`src/rtl/branch_predictor_if.sv`:
```
// IF/EX-facing bundle of the branch predictor: fetch lookup, resolved-branch update, flush, perf counters.
// master = pipeline side, slave = predictor side.
interface branch_predictor_if #(
    parameter int CNT_WIDTH = 32
);
    logic [31:0]          lookup_pc;
    logic                 pred_hit;
    logic                 pred_taken;
    logic [31:0]          pred_target;
    logic                 upd_valid;
    logic [31:0]          upd_pc;
    logic                 upd_taken;
    logic [31:0]          upd_target;
    logic                 upd_mispredict;
    logic                 flush_all;
    logic [CNT_WIDTH-1:0] branch_count;
    logic [CNT_WIDTH-1:0] mispredict_count;

    modport master (
        output lookup_pc, upd_valid, upd_pc, upd_taken, upd_target, upd_mispredict, flush_all,
        input  pred_hit, pred_taken, pred_target, branch_count, mispredict_count
    );

    modport slave (
        input  lookup_pc, upd_valid, upd_pc, upd_taken, upd_target, upd_mispredict, flush_all,
        output pred_hit, pred_taken, pred_target, branch_count, mispredict_count
    );
endinterface

```
`src/rtl/branch_predictor.sv`:
```
// Direct-mapped BHT + BTB: zero-latency combinational lookup, updates land on the next clk edge.
// No backpressure: one lookup and at most one resolved-branch update accepted every cycle.
module branch_predictor #(
    parameter int ENTRIES   = 16,
    parameter int TAG_BITS  = 8,
    parameter int CNT_WIDTH = 32
) (
    input  logic               clk,
    input  logic               reset,
    branch_predictor_if.slave  bp
);
    localparam int IDX_W = $clog2(ENTRIES);

    logic [ENTRIES-1:0]  r_valid;
    logic [TAG_BITS-1:0] r_tag    [ENTRIES];
    logic [31:0]         r_target [ENTRIES];
    logic [1:0]          r_ctr    [ENTRIES];
    logic [CNT_WIDTH-1:0] r_branch_count;
    logic [CNT_WIDTH-1:0] r_mispredict_count;

    logic [IDX_W-1:0]    w_lk_idx;
    logic [TAG_BITS-1:0] w_lk_tag;
    logic [IDX_W-1:0]    w_up_idx;
    logic [TAG_BITS-1:0] w_up_tag;
    logic                w_lk_hit;
    logic                w_up_hit;
    logic                w_unused_pc_bits;

    assign w_lk_idx = bp.lookup_pc[IDX_W+1:2];
    assign w_lk_tag = bp.lookup_pc[IDX_W+1+TAG_BITS:IDX_W+2];
    assign w_up_idx = bp.upd_pc[IDX_W+1:2];
    assign w_up_tag = bp.upd_pc[IDX_W+1+TAG_BITS:IDX_W+2];
    // Byte-offset and above-tag PC bits take no part in indexing or matching.
    assign w_unused_pc_bits = ^{bp.lookup_pc, bp.upd_pc};

    assign w_lk_hit = r_valid[w_lk_idx] && (r_tag[w_lk_idx] == w_lk_tag);
    assign w_up_hit = r_valid[w_up_idx] && (r_tag[w_up_idx] == w_up_tag);

    assign bp.pred_hit         = w_lk_hit;
    assign bp.pred_taken       = w_lk_hit && r_ctr[w_lk_idx][1];
    assign bp.pred_target      = (w_lk_hit && r_ctr[w_lk_idx][1]) ? r_target[w_lk_idx]
                                                                  : bp.lookup_pc + 32'd4;
    assign bp.branch_count     = r_branch_count;
    assign bp.mispredict_count = r_mispredict_count;

    always_ff @(posedge clk) begin
        if (reset) begin
            r_valid            <= '0;
            r_branch_count     <= '0;
            r_mispredict_count <= '0;
            for (int i = 0; i < ENTRIES; i++) begin
                r_tag[i]    <= '0;
                r_target[i] <= '0;
                r_ctr[i]    <= '0;
            end
        end else begin
            // Counters keep running through a flush; both stick at all-ones.
            if (bp.upd_valid && (r_branch_count != '1))
                r_branch_count <= r_branch_count + 1'b1;
            if (bp.upd_valid && bp.upd_mispredict && (r_mispredict_count != '1))
                r_mispredict_count <= r_mispredict_count + 1'b1;

            if (bp.flush_all) begin
                r_valid <= '0;
            end else if (bp.upd_valid) begin
                if (w_up_hit) begin
                    if (bp.upd_taken) begin
                        if (r_ctr[w_up_idx] != 2'b11)
                            r_ctr[w_up_idx] <= r_ctr[w_up_idx] + 2'b01;
                        r_target[w_up_idx] <= bp.upd_target;
                    end else if (r_ctr[w_up_idx] != 2'b00) begin
                        r_ctr[w_up_idx] <= r_ctr[w_up_idx] - 2'b01;
                    end
                end else if (bp.upd_taken) begin
                    // Taken miss evicts whatever occupied the slot, starting weakly taken.
                    r_valid[w_up_idx]  <= 1'b1;
                    r_tag[w_up_idx]    <= w_up_tag;
                    r_target[w_up_idx] <= bp.upd_target;
                    r_ctr[w_up_idx]    <= 2'b10;
                end
            end
        end
    end
endmodule
```
`src/flat_wrapper.sv`:
```
// flat-port wrapper written by rule: the top's interface ports become plain ports
module branch_predictor_flat 
#(
    parameter int ENTRIES   = 16,
    parameter int TAG_BITS  = 8,
    parameter int CNT_WIDTH = 32
)
  (clk, reset, bp_lookup_pc, bp_upd_valid, bp_upd_pc, bp_upd_taken, bp_upd_target, bp_upd_mispredict, bp_flush_all, bp_pred_hit, bp_pred_taken, bp_pred_target, bp_branch_count, bp_mispredict_count);
  branch_predictor_if #(.CNT_WIDTH(CNT_WIDTH)) bp_i ();
  input  logic clk;
  input  logic reset;
  input wire logic [$bits(bp_i.lookup_pc)-1:0] bp_lookup_pc;
  input wire logic [$bits(bp_i.upd_valid)-1:0] bp_upd_valid;
  input wire logic [$bits(bp_i.upd_pc)-1:0] bp_upd_pc;
  input wire logic [$bits(bp_i.upd_taken)-1:0] bp_upd_taken;
  input wire logic [$bits(bp_i.upd_target)-1:0] bp_upd_target;
  input wire logic [$bits(bp_i.upd_mispredict)-1:0] bp_upd_mispredict;
  input wire logic [$bits(bp_i.flush_all)-1:0] bp_flush_all;
  output wire logic [$bits(bp_i.pred_hit)-1:0] bp_pred_hit;
  output wire logic [$bits(bp_i.pred_taken)-1:0] bp_pred_taken;
  output wire logic [$bits(bp_i.pred_target)-1:0] bp_pred_target;
  output wire logic [$bits(bp_i.branch_count)-1:0] bp_branch_count;
  output wire logic [$bits(bp_i.mispredict_count)-1:0] bp_mispredict_count;
  assign bp_i.lookup_pc = bp_lookup_pc;
  assign bp_i.upd_valid = bp_upd_valid;
  assign bp_i.upd_pc = bp_upd_pc;
  assign bp_i.upd_taken = bp_upd_taken;
  assign bp_i.upd_target = bp_upd_target;
  assign bp_i.upd_mispredict = bp_upd_mispredict;
  assign bp_i.flush_all = bp_flush_all;
  assign bp_pred_hit = bp_i.pred_hit;
  assign bp_pred_taken = bp_i.pred_taken;
  assign bp_pred_target = bp_i.pred_target;
  assign bp_branch_count = bp_i.branch_count;
  assign bp_mispredict_count = bp_i.mispredict_count;
  branch_predictor #(.ENTRIES(ENTRIES), .TAG_BITS(TAG_BITS), .CNT_WIDTH(CNT_WIDTH)) u_core (.clk(clk), .reset(reset), .bp(bp_i));
endmodule
```
`config.mk`:
```
export PLATFORM = sky130hd
export DESIGN_NAME = branch_predictor_flat
export DESIGN_NICKNAME = d
export VERILOG_FILES = /design/src/rtl/branch_predictor_if.sv /design/src/rtl/branch_predictor.sv /design/src/flat_wrapper.sv
export SDC_FILE = /design/constraint.sdc
export NUM_CORES = 1
export LEC_CHECK = 0
export BUFFER_PORTS_ARGS = -buffer_cell sky130_fd_sc_hd__buf_2
export CORE_MARGIN = 5
export CORE_UTILIZATION = 40
export DETAILED_ROUTE_END_ITERATION = 8
export PLACE_DENSITY = 0.61
export RECOVER_POWER = 25
export SLEW_MARGIN = 20
export SYNTH_ARGS = -nofsm -noshare
export SYNTH_HDL_FRONTEND = slang
export SYNTH_SLANG_ARGS = --single-unit
```
`constraint.sdc`:
```
create_clock -name clk -period 5.1 [get_ports clk]
set_input_delay 0.765 -clock clk [delete_from_list [all_inputs] [get_ports clk]]
set_output_delay 0.765 -clock clk [all_outputs]
set_load 0.1 [all_outputs]
```
# Yosys cells after proc, flatten, opt, wreduce, memory -nomap -nowiden
# Memories as Yosys holds them, arrays and structs flattened.
# Cells that the tools add are included.
word_totals:
  regBits: 80
  ramBits: 672
  inputBits: 102
  output_inout_bits: 98
  memories: 3
op_classes:
  n_addsub: 5
  order_cmp: 3
  eq_ne: 5
  mux: 46
  n_bitwise: 5
  n_reduce_logical: 13
memory_table:
  columns: ["memory", "words", "word_bits", "read_ports", "rd_clocked_by_memory_dff", "wr", "line_no", "source"]
  rows:
  - ["u_core.r_target", 16, 32, 1, 0, 16, "branch_predictor.sv:16", "logic [31:0] r_target [ENTRIES];"]
  - ["u_core.r_tag", 16, 8, 2, 0, 16, "branch_predictor.sv:15", "logic [TAG_BITS-1:0] r_tag [ENTRIES];"]
  - ["u_core.r_ctr", 16, 2, 2, 0, 16, "branch_predictor.sv:17", "logic [1:0] r_ctr [ENTRIES];"]
op_table:
  columns: ["op", "count"]
  rows:
  - ["$mux 32", 3]
  - ["$add 32x1->32 const B", 2]
  - ["$ne 32x32->1 const B", 2]
  - ["$mux 1", 33]
  - ["$add 32x3->32 const B", 1]
  - ["$reduce_or 32->1", 1]
  - ["$eq 8x8->1", 2]
  - ["$or 16x16->16", 1]
  - ["$mux 4", 3]
  - ["$lt 4x5->1 const B", 2]
  - ["$bmux 1 s4", 2]
  - ["$mux 8", 1]
  - ["$reduce_or 8->1", 1]
  - ["$logic_and 1x1->1", 7]
  - ["$mux 2", 3]
  - ["$demux 1 s4", 1]
  - ["$ge 4x1->1 const B", 1]
  - ["$reduce_or 2->1", 2]
  - ["$or 1x1->1", 3]
  - ["$reduce_and 3->1", 1]
  - ["$add 2x1->2 const B", 1]
  - ["$ne 2x2->1 const B", 1]
  - ["$reduce_bool 2->1", 1]
  - ["$sub 2x1->2 const B", 1]
  - ["$not 1->1", 1]

# Longest topological paths before layout
# Gate-level depths: netlist of run 1.
# An unclocked memory read counts as a cell.
depth:
  depth_word: 13
  depth_mapped: 14
  mapped_depth_nobuf: 9

# Worst setup path after synthesis of run 1
# OpenSTA, ideal clock, no wires.
synth_path:
  kind: "input-to-output"
  from: "input port bp_lookup_pc[2]"
  to: "output port bp_pred_target[2]"
  t_arrival_ns: 6.412
  setup_slack_ns: -2.077
  stages: 11
  n_path_buf: 3
  cell_sequence: "buf_4 buf_4 mux4_2 mux4_2 xor2_1 nor2_1 nand4_1 nor4_2 nand2_1 buf_2 mux2i_1"
synth_between:
  elab_chain_cells: 5
  elab_cells_between_ends: 10
  classes_between: "1 x add/sub; 1 x eq/ne; 3 x mux; 2 x reduce/logical; 3 x memory"
synth_rtl:
  columns: ["item", "line_no", "source"]
  rows:
  - ["start, declared", "flat_wrapper.sv:12", "input wire logic [$bits(bp_i.lookup_pc)-1:0] bp_lookup_pc;"]
  - ["$mem_v2 16x8 / $bmux 1 s4 (equally long branches)", null, null]
  - ["$eq 8x8->1 / $mux 1 (equally long branches)", "branch_predictor.sv:36", "assign w_lk_hit = r_valid[w_lk_idx] && (r_tag[w_lk_idx] == w_lk_tag);"]
  - ["$logic_and 1x1->1 *", "branch_predictor.sv:36", null]
  - ["named net bp_pred_hit", "flat_wrapper.sv:19", "output wire logic [$bits(bp_i.pred_hit)-1:0] bp_pred_hit;"]
  - ["$logic_and 1x1->1 *", "branch_predictor.sv:41", "assign bp.pred_target = (w_lk_hit && r_ctr[w_lk_idx][1]) ? r_target[w_lk_idx]"]
  - ["$mux 32 *", "branch_predictor.sv:41", null]
  - ["end, declared", "flat_wrapper.sv:21", "output wire logic [$bits(bp_i.pred_target)-1:0] bp_pred_target;"]
# The timed path passes the listed nets; every way through them passes the cells marked *. The select of a mux whose other input is x is not followed.

# Worst setup path in the final report of run 1
layout_path:
  from: "input port bp_lookup_pc[2]"
  to: "output port bp_pred_target[5]"
layout_between:
  elab_chain_cells: 5
  elab_cells_between_ends: 10
  classes_between: "1 x add/sub; 1 x eq/ne; 3 x mux; 2 x reduce/logical; 3 x memory"
layout_rtl:
  columns: ["item", "line_no"]
  rows:
  - ["$mem_v2 16x8 / $bmux 1 s4 (equally long branches)", null]
  - ["$eq 8x8->1 / $mux 1 (equally long branches)", "branch_predictor.sv:36"]
  - ["$logic_and 1x1->1", "branch_predictor.sv:36"]
  - ["$logic_and 1x1->1", "branch_predictor.sv:41"]
  - ["$mux 32 *", "branch_predictor.sv:41"]
# Mark *: on every way between the ends. The rest lies on a longest branch, timed or not. The select of a mux whose other input is x is not followed.

==> flow_summary.yaml, run 1 <==
outcome:
  status: "finished, violations left"
  violations: "max-capacitance violations, max-slew violations"
sta:
  worst_slew_pin_slew_ns: 2.58
  drv_slew: 187
  rsz0062_at_grt: "no"
  fin_crit_sh_pct: 93.2
  min_period_ns: 4.75
  slew_headroom_pct: -71.9
  setup_violations: 0
  clock.fmax_ghz: 0.210
  fin_worst_skew_ns: 0.0205
  finalHoldViolCount: 0
  fin_ws_ns: 0.346
power:
  leakagePower_nw: 15.4
  total_power_mw: 14.5
  peakVddDrop_mv: 0.267
  p_per_area_nw_per_um2: 349
logic_synthesis:
  syn_nets: 2641
  synth_edf_count: 672
  synth-simple-area-share_pct: 15.2
  synth_fa_ha_area_share_pct: 0.104
  synth-seq-area-share_pct: 60.2
  synth_top_family_by_area: "multiplexers"
  synth_compound_area_share_pct: 1.98
  ys_ff_latch: 752
  syn_area_per_cell_sq_um: 14.3
  synthXorXnorAreaFrac_pct: 2.11
  synthArstFlopShare_pct: 0
  yosys_warnings: 0
  ys.flop_type: "edfxtp_1"
  synth.cell_area_sq_um: 36200
  muxShareOfSynthArea_pct: 17.3
  syn-instance-count: 2536
  synth.distinct_cells: 47
clock_network:
  htree_levels: 3
  clk-insertion-delay-late_ns: 0.64
  path_clk_slew_ns: 0.06
  cts_resized: 0
  cts_tree: "yes"
  root_buffer: "clkbuf_16"
  postCtsHoldBufs: 0
  cts_sinks: 752
  clockBufferDepth: 3
  post-cts-setup-buffer-count: 0
  cts_buffers: 83
placed_design:
  io_buffer_count: 179
  hpwl_microns: 60800
  gp_congestion: 0.821
  dp.cells: 3738
  place_ws_ns: 0.312
route:
  viasPerCell: 5.95
  post_drt_wl_per_cell_microns: 26.7
  drc_errors: 0
  ant_nets: 0
  drt_iter0_markers: 2413
  firstDrtPassIters: 5
  totalWireLength_microns: 104000
  vias: 23100
die:
  core.rowCount: 110
  fp.dieArea_sq_um: 96600
  start_util_pct: 40.3
  core_sq_um: 89900
  die_h_microns: 311
  die_w_microns: 311
  ioPinCount: 200
flow_run:
  maxCapViolCount: 5
finish:
  num-nets-final: 2752
  drive_gt1_share_pct: 23.9
  final_util_pct: 46.3
  final_common_cell: "edfxtp_1"
  areaGrowthSynthToFinish_pct: 14.9
  fin_cells: 3891
  layout_common_cells: "edfxtp_1, and3_1, mux4_2"
  fillCellCount: 7844
worst_setup_path:
  cp.required_ns: 4.34
  cp_common_cell: "mux4_2"
  start_kind: "input pin"
  crit_slowest_cell: "mux4_2"
  critical_path.max_fanout: 33
  cp.arrival_ns: 3.99
  worstSetupEndpointType: "output pin"
  critPathBufInv: 4
  path_cells: "buf_8, buf_4, mux4_2, mux4_2, xor2_1, nor4_4, nand2_2, buf_12, mux2_4, buf_2"
  crit_family: "multiplexers"
  max_stage_delay_ns: 0.54
  worst-setup-path-type: "in2out"
global_routing:
  grt_pass1_wl_microns: 155000
  overflow: 0
  grt_max_degree: 77
  grt_usage_pct: 21.0
  antenna_found_initial: 16
  grt_pass1_vias: 23700
hold_path:
  min_path_type: "reg2reg"
==> power breakdown <==
part           switching, mW  leakage [nW]  total [mW]  internal, mW
logic                  0.852          7.04        1.38         0.530
clock network           2.56          1.33        6.07          3.51
registers             0.0954          7.06        7.07          6.98
total                   3.51          15.4        14.5          11.0
==> area by class of cell <==
class	instances	area [sq um]	share of cell area [%]
repair buffers	280	2070	4.98
multi-input cells	1517	13400	32.4
diodes	6	15.0	0.0361
clock inverters	45	579	1.39
well taps	1176	1470	3.54
clock buffers	102	2160	5.19
inverters	13	48.8	0.117
flip-flops and latches	752	21800	52.4
==> stage by stage <==
step,area (sq um),hold WS [ns],setup TNS (ns)
after global routing,41600,0.509,0
after global placement,39000,0.449,0
after CTS,41700,0.477,0
after floorplan,36300,0.436,-3.74
after detailed placement,39000,0.463,0
final,41600,0.478,0
==> synthesized netlist by cell type (2+ instances only) <==
cell type / count / area, sq um
and4_1: 12 / 105
nor3_1: 24 / 120
a211oi_1: 3 / 22.5
mux4_2: 247 / 5560
inv_1: 13 / 48.8
clkbuf_1: 202 / 758
a31oi_1: 2 / 12.5
o2111ai_1: 5 / 43.8
dfxtp_1: 80 / 1600
buf_1: 13 / 48.8
nand4_1: 29 / 181
xnor2_1: 42 / 368
buf_2: 27 / 135
nand3_1: 33 / 165
mux2_2: 34 / 383
nor2b_1: 7 / 43.8
a22oi_1: 8 / 60.1
mux2i_1: 33 / 330
or2_2: 4 / 25.0
or3_1: 18 / 113
ha_1: 3 / 37.5
o31ai_2: 4 / 50.1
buf_4: 6 / 45.0
and3_1: 397 / 2480
o31ai_1: 13 / 97.6
xor2_1: 45 / 394
or4_1: 3 / 22.5
nand4b_1: 2 / 17.5
nor4_1: 23 / 144
edfxtp_1: 672 / 20200
buf_6: 6 / 67.6
a21oi_1: 18 / 90.1
nor2_1: 204 / 766
nand2_1: 100 / 375
o21ai_0: 50 / 250
nand2b_1: 9 / 56.3
and2_1: 135 / 845
==> flip-flops by register name, summed over array words and instances (netlist names) <==
register,count
u_core.r_target,512
u_core.r_tag,128
u_core.bp.branch_count,32
u_core.bp.mispredict_count,32
u_core.r_ctr,32
u_core.r_valid,16
==> cells by family after synthesis <==
family,after synthesis
AND/OR/NAND/NOR,1003
adder cells (fa/ha/maj),3
AO/OA/AOI/OAI,110
buffers and inverters,267
flip-flops,752
multiplexers,314
XOR/XNOR,87
==> worst reg2reg max path: stages, from the launching register on <==
cell and delay, ns:
edfxtp_1 0.43, mux4_2 0.48, mux4_2 0.54, xor2_1 0.17, nor3_1 0.15, and4_1 0.37, and2_1 0.24, buf_4 0.35
o2111ai_1 0.32, nor3_1 0.27
==> routing by layer <==
| metal | routed length (microns) | GRT usage (%) | vias to the layer above | part of all wire (%) |
|---|---|---|---|---|
| li1 | - | - | 9968 | - |
| met1 | 40200 | 27.3 | 12000 | 39 |
| met2 | 52200 | 35.6 | 1017 | 50 |
| met3 | 8920 | 4.72 | 153 | 8.6 |
| met4 | 2330 | 5.84 | 18 | 2.2 |
| met5 | 115 | 0 | - | 0.11 |
==> worst paths after layout <==
kind / startpoint / end / slack [ns] / cells past startpoint
worst max-delay path: bp_lookup_pc[2] / bp_pred_target[5] / 0.35 / 10
worst min-delay path: u_core.r_valid[6]$_SDFFE_PP0N_ / u_core.r_valid[6]$_SDFFE_PP0N_ / 0.48 / 2
worst max register to register: u_core.r_tag[15][2]$_SDFFCE_PN0P_ / u_core.r_ctr[13][0]$_SDFFCE_PN0P_ / 1.59 / 9
worst min register to register: u_core.r_valid[6]$_SDFFE_PP0N_ / u_core.r_valid[6]$_SDFFE_PP0N_ / 0.48 / 2
(Power assumes the default switching activity.)
==> run 2, diff against run 1 <==
--- a/config.mk
+++ b/config.mk
@@ -6,7 +6,6 @@
 export NUM_CORES = 1
 export LEC_CHECK = 0
 export BUFFER_PORTS_ARGS = -buffer_cell sky130_fd_sc_hd__buf_2
-export CORE_MARGIN = 5
 export CORE_UTILIZATION = 40
 export DETAILED_ROUTE_END_ITERATION = 8
 export PLACE_DENSITY = 0.61
==> flow_summary.yaml, run 2 (same netlist as run 1, synthesis figures left out) <==
power:
  power.share.clock_pct: 42.0
  p_per_area_nw_per_um2: 350
  total_power_mw: 14.6
  peakVddDrop_mv: 0.235
  seq_power_share_pct: 48.4
  p_int_mw: 11.0
  switchingPower_mw: 3.58
  p_comb_share_pct: 9.6
  leakagePower_nw: 15.5
  switching_share_pct: 24.5
global_routing:
  grt_pass1_wl_microns: 154000
  grt_max_degree: 99
  grt_pass1_vias: 23400
  overflow: 0
  antenna_found_initial: 11
  grt_usage_pct: 22.8
hold_path:
  min_path_type: "reg2reg"
finish:
  final_common_cell: "edfxtp_1"
  fillCellCount: 7694
  drive_gt1_share_pct: 24.0
  areaGrowthSynthToFinish_pct: 15.6
  largest_register_ffs: 512
  num-nets-final: 2753
  regMostFlops: "u_core.r_target"
  reg_top3: "u_core.r_target (512), u_core.r_tag (128)"
  design_area_sq_um: 41800
  layout_common_cells: "edfxtp_1, and3_1, mux4_2"
route:
  drt_iter0_markers: 2611
  totalWireLength_microns: 104000
  post_drt_wl_per_cell_microns: 26.7
  ant_nets: 0
  vias: 23300
  drc_errors: 0
  firstDrtPassIters: 5
  viasPerCell: 5.99
die:
  fp.dieArea_sq_um: 91600
  start_util_pct: 40.7
  die_h_microns: 303
  core_sq_um: 88900
  die_w_microns: 303
  core.rowCount: 109
  ioPinCount: 200
clock_network:
  root_buffer: "clkbuf_16"
  cts_resized: 0
  postCtsHoldBufs: 0
  clockBufferDepth: 3
  path_clk_slew_ns: 0.06
  cts_sinks: 752
  clk-insertion-delay-late_ns: 0.67
  post-cts-setup-buffer-count: 0
  cts_buffers: 82
  htree_levels: 3
  cts_tree: "yes"
sta:
  rsz0062_at_grt: "no"
  setup_tns_ns: 0
  finalHoldViolCount: 0
  drv_slew: 163
  slew_headroom_pct: -75.1
  fin_crit_sh_pct: 95.2
  fin_worst_skew_ns: 0.0520
  setup_violations: 0
  worst_slew_pin_slew_ns: 2.63
  min_period_ns: 4.85
  clock.fmax_ghz: 0.206
worst_setup_path:
  cp.required_ns: 5.43
  worstSetupEndpointType: "flop"
  start_kind: "input pin"
  worst-setup-path-type: "in2reg"
  ff2ff_setup_slack_ns: 1.40
  critical_path.max_fanout: 30
  cp.arrival_ns: 5.18
outcome:
  status: "finished, violations left"
  violations: "max-capacitance violations, max-slew violations"
flow_run:
  maxCapViolCount: 6
placed_design:
  gp_congestion: 0.854
  io_buffer_count: 179
  hpwl_microns: 59200
  placed_cell_area_sq_um: 39200
## run 2: changes by cell type in the layout (fill, tap and decap cells not counted), sizes merged
cell and delta:
clkinv +15, bufinv +1, inv -2, clkbuf -8
## run 2: worst max-delay path, cell delays in order
cell	delay, ns
buf_2	0.58
buf_4	0.46
nand2b_1	0.44
nor2_4	0.35
clkbuf_1	1.27
nand2_1	0.27
buf_4	0.30
o21ai_0	0.42
buf_4	0.28
## run 2: power groups by stage
stage                     logic (mW)  registers [mW]  clock network [mW]
after detailed placement        1.41            7.20                   0
final                           1.40            7.07                6.15
after CTS                       1.41            7.07                6.24
after floorplan                0.883            7.18                   0
after global placement          1.39            7.17                   0
after global routing            1.47            7.10                6.47
## run 2: worst paths after layout
kind	end	startpoint	cells past startpoint
worst max register to register	u_core.r_tag[11][5]$_SDFFCE_PN0P_	u_core.r_tag[5][2]$_SDFFCE_PN0P_	10
worst min register to register	u_core.r_valid[10]$_SDFFE_PP0N_	u_core.r_valid[10]$_SDFFE_PP0N_	2
worst max-delay path	u_core.r_tag[9][7]$_SDFFCE_PN0P_	bp_upd_pc[2]	9
worst min-delay path	u_core.r_valid[10]$_SDFFE_PP0N_	u_core.r_valid[10]$_SDFFE_PP0N_	2
## run 2: cell type report
class                      instances  area [sq um]  area share [%]
timing repair buffer             282          2240            5.37
inverter                          13          48.8           0.117
sequential                       752         21800            52.1
clock buffer                      92          2090            5.00
antenna                            6          15.0          0.0359
clock inverter                    59           714            1.71
multi-input combinational       1517         13500            32.2
tap                             1165          1460            3.49
## run 2: stage by stage
step	hold slack, ns	setup WS (ns)	std cells	util (%)
2_1_floorplan	0.436	-0.201	2536	-
3_3_place_gp	0.454	0.302	3729	44.0
3_5_place_dp	0.465	0.296	3729	44.0
4_1_cts	0.479	0.333	3880	47.2
5_1_grt	0.507	0.0803	3882	47.0
6_report	0.483	0.247	3886	47.0
## run 2: layer usage
| layer | vias up | track usage (%) | share of wire, % |
|---|---|---|---|
| met2 | 1059 | 38.2 | 50 |
| li1 | 9972 | - | - |
| met1 | 12100 | 30.2 | 40 |
| met5 | - | 0 | 0.099 |
| met4 | 16 | 6.69 | 2.4 |
| met3 | 159 | 4.00 | 8.2 |
